--- src/rtl/perf_pkg.sv ---
// Frame-dumper types/constants; PERF_DUMP_CHECKSUM_EN adds one checksum byte to FRAME_LEN.
// Pure declarations: no latency, no flow control.
package perf_pkg;

  typedef enum logic [1:0] {IDLE, SEND, DONE} dump_state_t;

  // Frame order of the counters after the header byte.
  typedef enum logic [2:0] {
    CTR_CYCLES, CTR_INSTR, CTR_ARITH, CTR_MEMORY, CTR_STALL
  } ctr_idx_t;

  localparam int         NUM_COUNTERS      = int'(CTR_STALL) + 1;
  localparam logic [7:0] DEFAULT_HEADER    = 8'hA5;
  localparam int         DEFAULT_COUNTER_W = 32;
  localparam int         FRAME_LEN_BASE    = 1;

`ifdef PERF_DUMP_CHECKSUM_EN
  localparam int CKSUM_BYTES = 1;
`else
  localparam int CKSUM_BYTES = 0;
`endif

  function automatic int frame_len(input int counter_w);
    return FRAME_LEN_BASE + NUM_COUNTERS * (counter_w / 8) + CKSUM_BYTES;
  endfunction

  localparam int FRAME_LEN = frame_len(DEFAULT_COUNTER_W);

endpackage

--- src/rtl/perf_checksum_acc.sv ---
// XOR byte accumulator with clear/enable, only built with PERF_DUMP_CHECKSUM_EN.
// Result visible the cycle after each enabled byte; no flow control of its own.
`ifdef PERF_DUMP_CHECKSUM_EN
module perf_checksum_acc (
  input  logic       clk,
  input  logic       rst,
  input  logic       clr,
  input  logic       en,
  input  logic [7:0] din,
  output logic [7:0] acc
);

  logic [7:0] acc_q, acc_d;

  always_comb begin
    acc_d = acc_q;
    if (clr) begin
      acc_d = '0;
    end else if (en) begin
      acc_d = acc_q ^ din;
    end
  end

  always_ff @(posedge clk or negedge rst) begin
    if (!rst) begin
      acc_q <= '0;
    end else begin
      acc_q <= acc_d;
    end
  end

  assign acc = acc_q;

endmodule
`endif

--- src/rtl/perf_counter_dumper.sv ---
// Snapshots five counters on a finish rise and streams header + little-endian bytes (+ checksum under PERF_DUMP_CHECKSUM_EN).
// Header valid one cycle after the rise; each byte held until out_valid && out_ready, one byte per cycle max.
module perf_counter_dumper
  import perf_pkg::*;
#(
  parameter int         COUNTER_W   = DEFAULT_COUNTER_W,
  parameter logic [7:0] HEADER_BYTE = DEFAULT_HEADER
) (
  input  logic                 clk,
  input  logic                 rst,
  input  logic                 finish,
  input  logic [COUNTER_W-1:0] cycles,
  input  logic [COUNTER_W-1:0] instr_count,
  input  logic [COUNTER_W-1:0] aritmetric_count,
  input  logic [COUNTER_W-1:0] memory_count,
  input  logic [COUNTER_W-1:0] stall_count,
  output logic [7:0]           out_data,
  output logic                 out_valid,
  input  logic                 out_ready,
  output logic                 busy,
  output logic                 done
);

  localparam int               FLEN     = frame_len(COUNTER_W);
  localparam int               IDX_W    = $clog2(FLEN);
  localparam int               SNAP_W   = NUM_COUNTERS * COUNTER_W;
  localparam logic [IDX_W-1:0] LAST_IDX = IDX_W'(FLEN - 1);

  dump_state_t      state_q, state_d;
  logic [IDX_W-1:0] idx_q, idx_d;
  logic [SNAP_W-1:0] snap_q, snap_d;
  logic             finish_q, finish_d;

  logic             trigger;
  logic             xfer;
  logic [IDX_W-1:0] pay_idx;
  logic [7:0]       payload_byte;
  logic [7:0]       frame_byte;

  assign trigger = (state_q == IDLE) && finish && !finish_q;
  assign xfer    = (state_q == SEND) && out_ready;

  // Byte index 1 maps to bit 0 of the snapshot; cycles sits in the low word.
  assign pay_idx      = idx_q - IDX_W'(1);
  assign payload_byte = 8'(snap_q >> {pay_idx, 3'b000});

`ifdef PERF_DUMP_CHECKSUM_EN
  logic [7:0] cksum;
  logic       acc_en;

  assign acc_en = xfer && (idx_q != '0) && (idx_q != LAST_IDX);

  perf_checksum_acc u_cksum (
    .clk (clk),
    .rst (rst),
    .clr (trigger),
    .en  (acc_en),
    .din (payload_byte),
    .acc (cksum)
  );

  assign frame_byte = (idx_q == '0)      ? HEADER_BYTE :
                      (idx_q == LAST_IDX) ? cksum       : payload_byte;
`else
  assign frame_byte = (idx_q == '0) ? HEADER_BYTE : payload_byte;
`endif

  always_comb begin
    state_d   = state_q;
    idx_d     = idx_q;
    snap_d    = snap_q;
    finish_d  = finish;
    out_valid = 1'b0;
    out_data  = '0;
    busy      = 1'b0;
    done      = 1'b0;
    unique case (state_q)
      IDLE: begin
        if (trigger) begin
          state_d = SEND;
          idx_d   = '0;
          snap_d  = {stall_count, memory_count, aritmetric_count, instr_count, cycles};
        end
      end
      SEND: begin
        out_valid = 1'b1;
        out_data  = frame_byte;
        busy      = 1'b1;
        if (xfer) begin
          if (idx_q == LAST_IDX) begin
            state_d = DONE;
          end else begin
            idx_d = idx_q + IDX_W'(1);
          end
        end
      end
      DONE: begin
        done = 1'b1;
        // A new frame needs finish to go low first.
        if (!finish) begin
          state_d = IDLE;
        end
      end
      default: state_d = IDLE;
    endcase
  end

  always_ff @(posedge clk or negedge rst) begin
    if (!rst) begin
      state_q  <= IDLE;
      idx_q    <= '0;
      snap_q   <= '0;
      finish_q <= 1'b0;
    end else begin
      state_q  <= state_d;
      idx_q    <= idx_d;
      snap_q   <= snap_d;
      finish_q <= finish_d;
    end
  end

endmodule

--- config.mk ---
export PLATFORM = sky130hd
export DESIGN_NAME = perf_counter_dumper
export DESIGN_NICKNAME = d
export VERILOG_FILES = /design/src/rtl/perf_pkg.sv /design/src/rtl/perf_checksum_acc.sv /design/src/rtl/perf_counter_dumper.sv
export SDC_FILE = /design/constraint.sdc
export NUM_CORES = 1
export LEC_CHECK = 0
export CAP_MARGIN = 20
export CORE_MARGIN = 2
export CORE_UTILIZATION = 45
export CTS_CLUSTER_DIAMETER = 200
export DETAILED_ROUTE_END_ITERATION = 10
export PLACE_DENSITY = 0.73
export SLEW_MARGIN = 0
export SYNTH_ARGS = -nofsm -noshare
export SYNTH_HDL_FRONTEND = slang
export SYNTH_HIERARCHICAL = 1
export SYNTH_SLANG_ARGS = --single-unit
export TNS_END_PERCENT = 20
--- constraint.sdc ---
create_clock -name clk -period 5.8 [get_ports clk]
set_input_delay 1.45 -clock clk [delete_from_list [all_inputs] [get_ports clk]]
set_output_delay 1.45 -clock clk [all_outputs]
set_load 0.03 [all_outputs]
==> flow_summary_export.csv <==
group,metric,value,unit
outcome,status,"finished, final reports clean",
synthesis,ys_top_cells_by_count,"168 x dfrtp_1, 160 x mux2_2, 40 x mux4_2",
drt,num_vias,4952,
clock_network,cts_setup_buffers,0,
synthesis,ys.flop_type,"dfrtp_1",
placement,place_congestion,0.760,
synthesis,syn_inst,510,
finish,antennaDiodeCount,0,
timing,fin_worst_skew,0.00325,ns
clock_network,clk_path_buf_depth,2,
drt,wl_per_cell,20.2,um
setup_path,r2r_start,"state_q[0]",
synthesis,synth_warnings,6,
pwr,p_seq_share,36.8,%
clock_network,ctsResizeCount,0,
setup_path,critical_path.n_buffers_inverters,2,
setup_path,crit_path_start_kind,"register",
floorplan,placeableCoreArea,17100,sq um
placement,dpl.hpwl,13500,um
synthesis,yosysSeqAreaShare,53.8,%
setup_path,cp.required,4.35,ns
global_routing,grt_max_degree,85,
placement,dpl.cell_count,881,
min_path,worstHoldStart,"snap_q[15]",
finish,layout-drive-gt1-share,35.9,%
clock_network,cts_tree,"done",
synthesis,ys_ff_latch,168,
pwr,clkPwrFrac,22.8,%
drt,dr_wl_met2,9580,um
floorplan,die-width,136,um
floorplan,die_h,136,um
synthesis,synth-edff-count,0,
flow_run,maxCapViolCount,0,
synthesis,postSynthAreaPerCell,15.3,sq um
timing,slew_violations,0,
clock_network,path_clk_slew,0.06,ns
drt,drt-pass1-iter-count,4,
pwr,switching_share,32.2,%
synthesis,synth_area_leaders,"dfrtp_1 54%, mux2_2 23%, mux4_2 12%",
setup_path,cp_slowest_cell,"ha_2",
synthesis,synthesis.nets,676,
timing,rsz0062_at_grt,"no",
synthesis,async_reset_ff_share,100,%
drt,wl_met3,969,um
floorplan,initial_core_util,45.6,%
setup_path,path_delay_family,"adder cells",
pwr,p_leak,4.10,nW
setup_path,max_stage_delay,0.84,ns
drt,top_layer_used,"met4",
finish,regArea,4210,sq um
clock_network,ctsHoldBuffers,0,
timing,tightest_slew,1.03,ns
synthesis,yosysUniqueCellTypes,40,
finish,fin_nets,841,
clock_network,cts.htree.levels,4,
drt,drt_wl_total,18400,um
placement,port-buffer-count,174,
finish,fillers,1275,
drt,via_per_inst,5.42,
synthesis,synth_area,7810,sq um
pwr,irDropWorstVdd,0.000296,V
global_routing,overflow,0,
clock_network,worst_skew_pair.late_latency,0.42,ns
timing,post-route-min-period,5.06,ns
drt,antenna_left,0,
global_routing,first_global_vias,5510,
timing,fmax,198,MHz
global_routing,track_usage,21.5,%
timing,relSlewSlack,31.4,%
global_routing,grt_pass1_wl,29700,um
setup_path,cp.arrival,3.61,ns
global_routing,antenna_found_initial,0,
setup_path,path_cells,"inv_1, ha_2, mux4_2, nand2_1, a32o_1, a21oi_1, clkdlybuf4s50_1",
clock_network,clockRootBuffer,"clkbuf_16",
timing,period_share,87.2,%
setup_path,path_class,"register to output port",
floorplan,die_area,18400,sq um
finish,multi_input_area,3380,sq um
timing,setup_viol,0,
synthesis,synth_top_area_share,53.8,%
setup_path,worstSetupStartpoint,"idx_q[0]",
drt,drc_errors,0,
pwr,p_int,3.45,mW
timing,final-hold-violation-count,0,
synthesis,synth_top_cell_by_area,"dfrtp_1",
timing,fin_tns_setup,0,ns
drt,wl_met1,7530,um
setup_path,cp-end-kind,"output port",
clock_network,cts_sinks,168,
pwr,p_comb_share,40.4,%
floorplan,ios,175,
drt,drt_iter0_drc,353,
min_path,hold_class,"register to register",
synthesis,synth_most_common_cell,"dfrtp_1",
setup_path,worstPathMaxFanout,30,
floorplan,rows,48,
finish,final_cells,913,
clock_network,numCtsBuffers,17,
finish,area_delta_synth_final,31.8,%
pwr,p_switching,1.63,mW
pwr,p_per_area,494,nW/um^2
==> layer usage <==
metal	vias to the layer above	global-route usage, %
met2	146	36.3
met3	23	5.61
met1	2564	27.6
li1	2219	-
met5	-	0
met4	0	5.84
==> metrics by stage <==
step                      cell area [sq um]  util [%]  setup WS (ns)  hold slack (ns)  total power [mW]
final                                 10300      60.1          0.742            0.503              5.08
after global routing                  10300      60.1          0.557            0.519              5.38
after CTS                             10300      60.1          0.704            0.505              5.13
after detailed placement               9690      56.6           1.16            0.492              3.96
after global placement                 9690      56.6           1.24            0.485              3.90
after floorplan                        7810         -           1.69            0.475              3.29
==> flip-flops by register name, summed over array words and instances, names as in the netlist <==
register and flops:
snap_q 160, idx_q 5, state_q 2, finish_q 1
==> cell families (layout without fill, tap and decap cells) <==
kind of cell	count (synthesis)	count (layout)	share of synthesized area, %
xor gates and xnor gates	7	7	1.03
muxes	209	209	35.8
DFF	168	168	53.8
and+or+nand+nor	58	58	3.70
adders and majority gates	2	2	0.320
buffers and inverters	40	218	3.00
AOI/OAI and AO/OA	26	26	2.37
==> worst reg2reg max path, stage by stage (launching register included) <==
cell,delay (ns)
dfrtp_1,0.46
nor4b_2,0.36
buf_4,0.81
mux2_2,0.52
==> layout make-up <==
type                       count  area share [%]
sequential                   168            40.9
multi-input combinational    302            32.8
timing repair buffer         182            17.5
clock buffer                  21            4.47
tap                          225            2.73
clock inverter                11            1.41
inverter                       4           0.146
==> cells in the final DEF, fill, tap and decap left out, types with 2 or more instances in the layout <==
master	n
clkdlybuf4s50_1	173
dfrtp_1	167
mux2_2	160
mux4_2	40
nand2_1	24
clkbuf_16	17
mux2i_1	9
nand3_1	8
buf_4	8
nor2_1	7
xnor2_1	6
a31oi_1	5
inv_1	4
o211ai_1	4
nor3b_1	3
o21ai_0	3
nor3_1	3
a32o_1	3
a21oi_1	3
bufinv_16	3
clkinv_2	3
clkinvlp_4	3
nor2b_1	2
nand2b_1	2
o22ai_1	2
clkbuf_8	2
clkbuf_1	2
==> power by group through the flow <==
| stage | registers, mW | clock network [mW] | logic (mW) |
|---|---|---|---|
| after floorplan | 1.77 | 0 | 1.52 |
| after global placement | 1.87 | 0 | 2.03 |
| after detailed placement | 1.89 | 0 | 2.07 |
| after CTS | 1.87 | 1.17 | 2.08 |
| after global routing | 1.93 | 1.23 | 2.22 |
| final | 1.87 | 1.16 | 2.05 |
==> worst paths after layout <==
path,slack [ns],to,depth (start not counted)
worst max register to register,3.53,snap_q[104],3
worst max-delay path,0.74,out_data[3],7
max in group asynchronous,3.63,snap_q[47],2
worst min-delay path,0.50,snap_q[15],1
min in group asynchronous,1.01,snap_q[72],1
worst min register to register,0.50,snap_q[15],1
Note: power is estimated with default switching activity, not from simulation.
